--- config.mk ---
export PLATFORM = sky130hd
export DESIGN_NAME = sram_controller
export DESIGN_NICKNAME = d
export VERILOG_FILES = /design/src/rtl/sram_controller_pkg.sv /design/src/rtl/sram_wait_counter.sv /design/src/rtl/sram_controller.sv
export SDC_FILE = /design/constraint.sdc
export NUM_CORES = 1
export LEC_CHECK = 0
export ABC_AREA = 1
export CORE_ASPECT_RATIO = 1.1
export CORE_MARGIN = 1
export CORE_UTILIZATION = 35
export DETAILED_ROUTE_END_ITERATION = 12
export GPL_TIMING_DRIVEN = 0
export PLACE_DENSITY = 0.75
export SLEW_MARGIN = 15
export SYNTH_ARGS = -nofsm -noshare
export SYNTH_HDL_FRONTEND = slang
export SYNTH_HIERARCHICAL = 1
export SYNTH_SLANG_ARGS = --single-unit
--- constraint.sdc ---
create_clock -name clk -period 1.9 [get_ports clk]
set_input_delay 0.57 -clock clk [delete_from_list [all_inputs] [get_ports clk]]
set_output_delay 0.57 -clock clk [all_outputs]
set_load 0.01 [all_outputs]
--- src/rtl/sram_controller_pkg.sv ---
// Shared definitions for the 32-bit CPU to 16-bit asynchronous SRAM bridge.
package sram_controller_pkg;

  localparam int unsigned SRAM_DATA_W         = 16;
  localparam int unsigned SRAM_ADDR_W         = 18;
  localparam int unsigned WAIT_CNT_W          = 4;
  localparam int unsigned DEFAULT_WAIT_CYCLES = 2;
  localparam logic [31:0] DEFAULT_BASE_ADDR   = 32'd1024;

  typedef enum logic [1:0] {
    IDLE,
    ACC_LO,
    ACC_HI,
    DONE
  } state_t;

  // Word index into the data window; wraps for addresses below the base.
  function automatic logic [SRAM_ADDR_W-2:0] word_index(input logic [31:0] address,
                                                        input logic [31:0] base);
    return (SRAM_ADDR_W-1)'((address - base) >> 2);
  endfunction

endpackage

--- src/rtl/sram_wait_counter.sv ---
// Per-halfword wait-state counter; terminal is high on the last cycle of an access.
module sram_wait_counter
  import sram_controller_pkg::*;
#(
  parameter int unsigned WAIT_CYCLES = DEFAULT_WAIT_CYCLES
) (
  input  logic clk,
  input  logic rst,
  input  logic clear,
  input  logic enable,
  output logic terminal
);

  logic [WAIT_CNT_W-1:0] count;

  always_ff @(posedge clk) begin
    if (rst || clear) begin
      count <= '0;
    end else if (enable) begin
      count <= count + 1'b1;
    end
  end

  assign terminal = (count == WAIT_CNT_W'(WAIT_CYCLES - 1));

endmodule

--- src/rtl/sram_controller.sv ---
// MEM-stage SRAM controller: splits each 32-bit access into two 16-bit SRAM
// accesses of WAIT_CYCLES cycles each and stalls the pipeline via ready.
module sram_controller
  import sram_controller_pkg::*;
#(
  parameter int unsigned WAIT_CYCLES = DEFAULT_WAIT_CYCLES,
  parameter logic [31:0] BASE_ADDR   = DEFAULT_BASE_ADDR
) (
  input  logic                   clk,
  input  logic                   rst,
  input  logic                   wr_en,
  input  logic                   rd_en,
  input  logic [31:0]            address,
  input  logic [31:0]            write_data,
  output logic [31:0]            read_data,
  output logic                   ready,
  output logic [SRAM_ADDR_W-1:0] sram_addr,
  output logic [SRAM_DATA_W-1:0] sram_dq_out,
  input  logic [SRAM_DATA_W-1:0] sram_dq_in,
  output logic                   sram_dq_oe,
  output logic                   sram_we_n
);

  state_t                   state;
  logic                     req;
  logic                     wait_done;
  logic                     wait_clear;
  logic                     wait_en;
  logic                     lat_write;
  logic [SRAM_ADDR_W-2:0]   lat_word;
  logic [SRAM_DATA_W-1:0]   lat_wdata_hi;
  logic [SRAM_ADDR_W-2:0]   req_word;

  assign req      = wr_en || rd_en;
  assign req_word = word_index(address, BASE_ADDR);
  assign ready    = (state == DONE) || ((state == IDLE) && !req);

  // Counter restarts on entry to each half of the access.
  assign wait_en    = (state == ACC_LO) || (state == ACC_HI);
  assign wait_clear = ((state == IDLE) && req) || (wait_en && wait_done);

  sram_wait_counter #(
    .WAIT_CYCLES(WAIT_CYCLES)
  ) u_wait_counter (
    .clk     (clk),
    .rst     (rst),
    .clear   (wait_clear),
    .enable  (wait_en),
    .terminal(wait_done)
  );

  // SRAM strobes are registered, so each is loaded on the edge entering its state.
  always_ff @(posedge clk) begin
    if (rst) begin
      state        <= IDLE;
      read_data    <= '0;
      sram_addr    <= '0;
      sram_dq_out  <= '0;
      sram_dq_oe   <= 1'b0;
      sram_we_n    <= 1'b1;
      lat_write    <= 1'b0;
      lat_word     <= '0;
      lat_wdata_hi <= '0;
    end else begin
      case (state)
        IDLE: begin
          if (req) begin
            state        <= ACC_LO;
            lat_write    <= wr_en;
            lat_word     <= req_word;
            lat_wdata_hi <= write_data[31:16];
            sram_addr    <= {req_word, 1'b0};
            if (wr_en) begin
              sram_dq_out <= write_data[15:0];
              sram_dq_oe  <= 1'b1;
              sram_we_n   <= 1'b0;
            end
          end
        end
        ACC_LO: begin
          if (wait_done) begin
            state     <= ACC_HI;
            sram_addr <= {lat_word, 1'b1};
            if (lat_write) begin
              sram_dq_out <= lat_wdata_hi;
            end else begin
              read_data[15:0] <= sram_dq_in;
            end
          end
        end
        ACC_HI: begin
          if (wait_done) begin
            state       <= DONE;
            sram_addr   <= '0;
            sram_dq_out <= '0;
            sram_dq_oe  <= 1'b0;
            sram_we_n   <= 1'b1;
            if (!lat_write) begin
              read_data[31:16] <= sram_dq_in;
            end
          end
        end
        DONE: begin
          state <= IDLE;
        end
        default: begin
          state <= IDLE;
        end
      endcase
    end
  end

endmodule
**Yosys cells after proc, flatten, opt, wreduce, memory -nomap -nowiden**

Index checks and enable logic that the tools add are counted.

- Register bits after elaboration: 108
- Logic and storage cells: 64

- Add/sub/neg operators: 2
- Equality and inequality tests: 9
- Multiplexer cells: 22
- Bitwise logic cells: 1
- Reductions and logical operators: 19

Operators with widths:

| cell | count |
|---|---|
| 16-bit two-way mux | 5 |
| 18-bit two-way mux | 3 |
| 18-bit one-hot mux with 3 select lines | 1 |
| 16-bit one-hot mux with 3 select lines | 1 |
| 19-bit by 11-bit subtractor with 19-bit output, second input constant | 1 |
| 2-bit inequality test, second input constant | 5 |
| 3-bit AND reduction | 3 |
| 2-bit one-hot mux with 4 select lines | 1 |
| 4-bit AND reduction | 2 |
| 1-bit two-way mux | 6 |
| 2-bit two-way mux | 3 |
| 6-bit AND reduction | 1 |
| 1-bit logical OR | 5 |
| 4-bit by 1-bit adder with 4-bit output, second input constant | 1 |
| 2-bit equality test, second input constant | 2 |
| 4-bit by 1-bit equality test with 1-bit output, second input constant | 1 |
| 1-bit one-hot mux with 2 select lines | 2 |
| 1-bit logical AND | 3 |
| 3-bit nonzero test | 1 |
| 2-bit by 1-bit equality test with 1-bit output, second input constant | 1 |
| 2-bit logical NOT | 1 |
| 2-bit AND reduction | 1 |
| 2-bit nonzero test | 1 |
| 1-bit logical NOT | 1 |
| 1-bit NOT | 1 |

**Longest topological paths before layout**

Gate-level depths: netlist of the first run.

- Depth after elaboration: 5
- Mapped depth: 11
- Gate-level depth less buffers: 10

**Cells and area by module**

Netlist of the first run, hierarchy kept.

Modules (own cells, without submodules):

| module | instances | cells an instance | area each (um^2) | sequential area each (um^2) |
|---|---|---|---|---|
| sram_controller | 1 | 587 | 4366.7 | 2082.0 |
| sram_wait_counter | 1 | 25 | 190.2 | 80.1 |

**Least setup slack after synthesis of the first run**

OpenSTA, ideal clock, no wires.

- Kind: reg2reg
- From: register state[0]
- To: register u_wait_counter.count[1]
- Arrival: 1.770 ns
- Required time: 1.830 ns
- Path slack: 0.061 ns
- Stages on the path, launching flop included: 9
- Path buffers: 1
- Path through: dfxtp_1 -> inv_1 -> ha_1 -> inv_1 -> clkbuf_1 -> o21ai_0 -> nor2_1 -> o21ai_0 -> a21oi_1

- Longest elaborated chain between the ends: 5
- Elaborated cells between the ends (all ways): 8

Ends and longest elaborated chain:

| item | RTL line | RTL |
|---|---|---|
| from (decl) | sram_controller.sv:24 | `state_t state;` |
| from (signal assigned) | sram_controller.sv:55 | `state <= IDLE;` |
| from (signal assigned) | sram_controller.sv:68 | `state <= ACC_LO;` |
| from (signal assigned) | sram_controller.sv:82 | `state <= ACC_HI;` |
| 2-bit by 1-bit equality test with 1-bit output / 2-bit equality test (equally long branches) | sram_controller.sv:39 | `assign wait_en = (state == ACC_LO) \|\| (state == ACC_HI);` |
| 1-bit logical OR (*) | sram_controller.sv:39 |  |
| via wait_en | sram_controller.sv:28 | `logic wait_en;` |
| 1-bit logical AND (*) | sram_controller.sv:40 | `assign wait_clear = ((state == IDLE) && req) \|\| (wait_en && wait_done);` |
| 1-bit logical OR (*) | sram_controller.sv:40 |  |
| via wait_clear | sram_controller.sv:27 | `logic wait_clear;` |
| 1-bit logical OR (*) | sram_wait_counter.sv:17 | `if (rst \|\| clear) begin` |
| to (signal assigned) | sram_wait_counter.sv:20 | `count <= count + 1'b1;` |
| to (decl) | sram_wait_counter.sv:14 | `logic [WAIT_CNT_W-1:0] count;` |

The timed path passes the listed nets; every way through them passes the cells marked *.
A chain may end at the register's enable or synchronous reset.

**Final worst setup path of the first run**

- From: register sram_dq_out[15]
- To: output port sram_dq_out[15]

RTL lines:

| item | RTL line | RTL |
|---|---|---|
| from (decl) | sram_controller.sv:18 | `output logic [SRAM_DATA_W-1:0] sram_dq_out,` |
| from (signal assigned) | sram_controller.sv:74 | `sram_dq_out <= write_data[15:0];` |
| from (signal assigned) | sram_controller.sv:85 | `sram_dq_out <= lat_wdata_hi;` |

No word-level cell between the ends.

==> impl_metrics.tcl, run 1 <==
set metrics [dict create \
    yosysWarnings 6 \
    end_kind "output pin" \
    dieArea_um2 13500 \
    wire_per_inst_um 14.2 \
    cts_max_level 3 \
    grt_max_degree 20 \
    crit_slowest_cell "clkdlybuf4s50_1" \
    path_delay_family "buffers and inverters" \
    antenna_found_initial 0 \
    vias 4533 \
    ioPinCount 153 \
    grt_pass1_vias 4241 \
    clk_pin_slew_worst_paths_ps 70 \
    setup_tns_ps 0 \
    p_leak_nw 2.61 \
    yosysMostFrequentCell "dfxtp_1" \
    cp_num_buf_inv 1 \
    drt_pre_antenna_iters 5 \
    rows 43 \
    route.detailed.drc 0 \
    place_inst 906 \
    synthDistinctLibCells 33 \
    status "finished clean" \
    fmax_mhz 543 \
    hp-start "read_data[3]$_SDFFE_PP0P_" \
    die_w_um 111 \
    ys_seq_area_frac 0.474 \
    antenna_cells 0 \
    avgSynthCellArea_um2 7.45 \
    synth_area_um2 4560 \
    min_period_ps 1840 \
    setup_viol 0 \
    drive_gt1_frac 0.0942 \
    power_mw 9.61 \
    fin_crit_sh 0.970 \
    placed_area_um2 6120 \
    cpPeakStageDelay_ps 570 \
    synthFlopType "dfxtp_1" \
    synth_area_leaders "dfxtp_1 (47%), o21ai_0 (11%), a21oi_1 (8.2%), nand2_1 (7.7%), nor2_1 (6.2%)" \
    cts_inserted_buffers 9 \
    final_area_um2 6520 \
    portBuffers 137 \
    nNetsFinal 864 \
    synthCells 612 \
    root_buffer "clkbuf_16" \
    viasPerCell 4.86 \
    cts_buffer_depth 2 \
    cts.sinks 108 \
    drt_iter0_drc 313 \
    pwr_density_cell_nw_per_um2 1470 \
    insertion_delay_ps 350 \
    hpwl_um 9490 \
    reg2reg_from "u_wait_counter/count[1]$_SDFFE_PP0P_" \
    crit_arrival_ps 1270 \
    synth_fp_nets 705 \
    finalClockSkew_ps 10.4 \
    rsz0062_at_grt "yes" \
    synth_edf_count 0 \
    nFillCells 1218 \
    ctsHoldBuffers 0 \
    routed_wirelength_um 13300 \
    layout.cells.non_filler 932 \
    track_usage 0.197 \
    ir_worst_vdd_v 0.000718 \
    max_cap_violations 0 \
    critPathRequiredTime_ps 1330 \
    die_h_um 122 \
    ys_async_sr_fraction 0 \
    critPathKind "flip-flop to output pin" \
    hp-class "flip-flop to flip-flop" \
    synth_top_area_cell "dfxtp_1" \
    synth-seq-cells 108 \
    gp_congestion 0.791 \
    finalHoldViolations 0 \
    start_util 0.360 \
    area_delta_synth_final_pct 43.2 \
    grt_overflow 0 \
    crit_chain "clkdlybuf4s50_1" \
    core_area_um2 12600 \
    tightest_slew_ps 536 \
    finalMaxSlewViolations 0 \
    final_antenna_net_count 0 \
    yosys-top-cells-count "dfxtp_1 (108), o21ai_0 (99), nand2_1 (93)" \
    critPathLaunchType "flip-flop" \
    cts_tree "done" \
    holdWs_ps 442 \
    cp_max_fo 2 \
    startpoint "sram_dq_out[15]$_SDFFE_PP0P_" \
    grt_pass1_wl_um 21100 \
    synth_top_area_frac 0.474 \
    timing.slew.headroom 0.642 \
]
==> sequential cells by signal, indices dropped and copies added (netlist names), 2 cells and up <==
register,flops
u_wait_counter/count,4
sram_dq_out,16
lat_word,17
lat_wdata_hi,16
read_data,32
sram_addr,18
state,2
==> final cells by class <==
type                       count  area, um2  share of cell area
sequential                   108       2160               0.332
clock buffer                  11        233              0.0357
inverter                      74        280              0.0430
multi-input combinational    396       1980               0.304
clock inverter                 4       27.5             0.00422
buffer                        33        179              0.0274
timing repair buffer         149       1460               0.224
tap                          157        196              0.0301
==> metrics by stage <==
step,utilization,worst slack (ps)
global route,0.516,-4.25
global placement,0.484,-641
finish,0.516,57.3
CTS,0.508,22.4
detailed placement,0.484,-655
floorplan,-,60.7
==> kinds of logic after synthesis <==
kind of cell | count (synthesis) | synth area share
adder cells (fa/ha/maj) | 9 | 0.0247
buffers and inverters | 108 | 0.0983
flip-flops | 108 | 0.474
AO/OA/AOI/OAI | 192 | 0.223
XOR/XNOR | 3 | 0.00577
AND/OR/NAND/NOR | 192 | 0.174
==> worst paths after layout <==
path	to	slack, ps	cells past startpoint
max	sram_dq_out[15]	60	1
min	read_data[3]$_SDFFE_PP0P_	440	2
max reg2reg	sram_addr[15]$_SDFFE_PP0P_	100	10
min reg2reg	read_data[3]$_SDFFE_PP0P_	440	2
==> power breakdown <==
part | switching, mW | internal [mW]
clock | 0.833 | 0.884
combinational | 2.52 | 2.08
sequential | 0.343 | 2.95
total | 3.69 | 5.91
==> layer usage <==
metal	part of all wire	global-route usage
met1	0.44	0.245
met2	0.47	0.337
met3	0.068	0.0398
met4	0.021	0.0783
met5	0	0
==> placed cells by master (no fill, tap or decap), drive strengths merged <==
cell           synthesis  layout
buf                   14      27
a21oi                 76      76
clkinv                 0       4
clkdlybuf4s50          0     134
nand3                  4       4
or2                    1       1
xor2                   1       1
o21bai                 1       1
nor2                  80      80
nor3b                  1       1
o21ai                103     103
nand3b                 1       1
o22ai                  1       1
inv                   74      74
ha                     9       9
clkbuf                20      30
nor3                   7       7
nand4                  1       1
nand2                 97      97
dlygate4sd2            0       2
a221oi                 1       1
xnor2                  2       2
dfxtp                108     108
a22oi                  9       9
o211ai                 1       1
==> repair_timing <==
item | in CTS | in global routing
setup endpoints to repair | 67 | 54
gates resized for setup | 16 | 22
pin swaps | 2 | 4
setup buffers | 2 | 10
(Power assumes the default switching activity.)
==> run 2, diff against run 1 <==
--- a/config.mk
+++ b/config.mk
@@ -6,6 +6,7 @@
 export NUM_CORES = 1
 export LEC_CHECK = 0
 export ABC_AREA = 1
+export CAP_MARGIN = 20
 export CORE_ASPECT_RATIO = 1.1
 export CORE_MARGIN = 1
 export CORE_UTILIZATION = 35
==> constraint.sdc (replaced) <==
create_clock -name clk -period 1.69 [get_ports clk]
set_input_delay 0.507 -clock clk [delete_from_list [all_inputs] [get_ports clk]]
set_output_delay 0.507 -clock clk [all_outputs]
set_load 0.01 [all_outputs]
==> impl_metrics.tcl, run 2 (synthesized netlist as in run 1, its figures left out) <==
set metrics [dict create \
    status "finished, violations left" \
    violations "setup timing" \
    die_h_um 122 \
    max_cap_violations 0 \
    register_area_um2 2170 \
    crit_arrival_ps 1940 \
    crit_chain "inv_2 > ha_4 > nor3b_4 > inv_2 > o21ai_4 > nand3b_4 > nor2_4 > buf_6 > nand2_2 > nand2_1 > nor2_1" \
    core_area_um2 12600 \
    ctsHoldBuffers 0 \
    ioPinCount 153 \
    critPathLaunchType "flip-flop" \
    cp_max_fo 10 \
    holdWs_ps 438 \
    layout_commonest_cell "dfxtp_1" \
    nFillCells 1214 \
    final_antenna_net_count 0 \
    placed_area_um2 6130 \
    largest_reg_flops 32 \
    drt_iter0_drc 268 \
    tightest_slew_ps 524 \
    multi_input_area_um2 2060 \
    cpMostUsedCell "inv_2" \
    end_kind "flip-flop" \
    cpPeakStageDelay_ps 340 \
    grt_overflow 0 \
    wire_per_inst_um 14.6 \
    rows 43 \
    cts_inserted_buffers 9 \
    hpwl_um 9560 \
    drt_pre_antenna_iters 5 \
    final_cell_mix "dfxtp_1 (104), o21ai_0 (99), nand2_1 (83), nor2_1 (75), a21oi_1 (75)" \
    area_delta_synth_final_pct 45.6 \
    route.detailed.drc 0 \
    path_delay_family "simple AND/OR/NAND/NOR gates" \
    ir_worst_vdd_v 0.000929 \
    hp-class "flip-flop to flip-flop" \
    finalHoldViolations 0 \
    fmax_mhz 589 \
    fin_crit_sh 1.00 \
    dieArea_um2 13500 \
    critPathRequiredTime_ps 1940 \
    root_buffer "clkbuf_16" \
    crit_slowest_cell "dfxtp_2" \
    cp_num_buf_inv 3 \
    pwr_density_cell_nw_per_um2 1640 \
    cts_max_level 3 \
    antenna_found_initial 0 \
    drive_gt1_frac 0.133 \
    setup_viol 4 \
    gp_congestion 0.777 \
    grt_pass1_wl_um 21900 \
    start_util 0.360 \
    timing.slew.headroom 0.651 \
    power_mw 10.9 \
    finalMaxSlewViolations 0 \
    rsz0062_at_grt "yes" \
    min_period_ps 1700 \
    p_leak_nw 2.96 \
    setup_ws_ps -8.07 \
    antenna_cells 0 \
    largest_registers "read_data x32, sram_addr x18, lat_word x17" \
    viasPerCell 4.88 \
    die_w_um 111 \
    cts_tree "done" \
    largest_register "read_data" \
    finalClockSkew_ps 4.49 \
    critPathKind "flip-flop to flip-flop" \
    portBuffers 137 \
    track_usage 0.204 \
    insertion_delay_ps 350 \
    vias 4574 \
    clk_pin_slew_worst_paths_ps 70 \
    grt_max_degree 17 \
    grt_pass1_vias 4407 \
    routed_wirelength_um 13600 \
    nNetsFinal 869 \
    place_inst 906 \
    cts_buffer_depth 2 \
    final_area_um2 6630 \
    layout.cells.non_filler 937 \
    setup_tns_ps -19.5 \
    cts.sinks 108 \
]
==> run 2: cell types whose count changed in the layout (fill, tap and decap cells not counted), sizes merged <==
cell / before / now
nor2: 80 / 81
clkinv: 4 / 1
clkbuf: 30 / 29
buf: 27 / 33
clkdlybuf4s50: 134 / 66
dlygate4sd2: 2 / 70
clkinvlp: 0 / 2
==> run 2: cell type report <==
type / count / area share
clock buffer: 12 / 0.0372
inverter: 74 / 0.0430
sequential: 108 / 0.328
timing repair buffer: 152 / 0.211
tap: 157 / 0.0296
clock inverter: 3 / 0.00358
buffer: 34 / 0.0370
multi-input combinational: 397 / 0.311
==> run 2: path summary, 6_finish.rpt <==
kind                                                      startpoint                     endpoint  slack (ps)  cells past startpoint
worst max-delay path            u_wait_counter/count[1]$_SDFFE_PP0P_  sram_dq_out[8]$_SDFFE_PP0P_          -8                     11
worst min-delay path                       read_data[2]$_SDFFE_PP0P_    read_data[2]$_SDFFE_PP0P_         440                      2
worst min register to register             read_data[2]$_SDFFE_PP0P_    read_data[2]$_SDFFE_PP0P_         440                      2
worst max register to register  u_wait_counter/count[1]$_SDFFE_PP0P_  sram_dq_out[8]$_SDFFE_PP0P_          -8                     11
==> run 2: power by group <==
part / internal, mW / switching, mW
combinational: 2.20 / 2.98
sequential: 3.33 / 0.377
clock: 1.04 / 0.941
total: 6.57 / 4.30
==> run 2: timing repair <==
item / 4_1_cts / 5_1_grt
endpoints found under the hold margin: 0 / 0
resized for setup: 119 / 37
endpoints found under the setup margin: 144 / 76
gates cloned: 1 / 1
buffers inserted: 8 / 6
pin swaps: 5 / 7
==> run 2: routing by layer <==
layer	up-vias	GRT usage	wire length [um]
li1	2300	-	-
met4	0	0.0833	307
met1	2106	0.245	5880
met3	19	0.0423	826
met2	149	0.355	6630
met5	-	0	0
==> run 2: metrics by stage <==
stage | utilization | worst slack [ps]
floorplan | - | 42.9
global placement | 0.485 | -769
detailed placement | 0.485 | -768
CTS | 0.513 | -13.2
global route | 0.525 | -118
finish | 0.525 | -8.07
==> run 2: worst min-delay path: stages, from the launching register on <==
cell and delay [ps]:
dfxtp_1 310, inv_1 40, a21oi_1 50
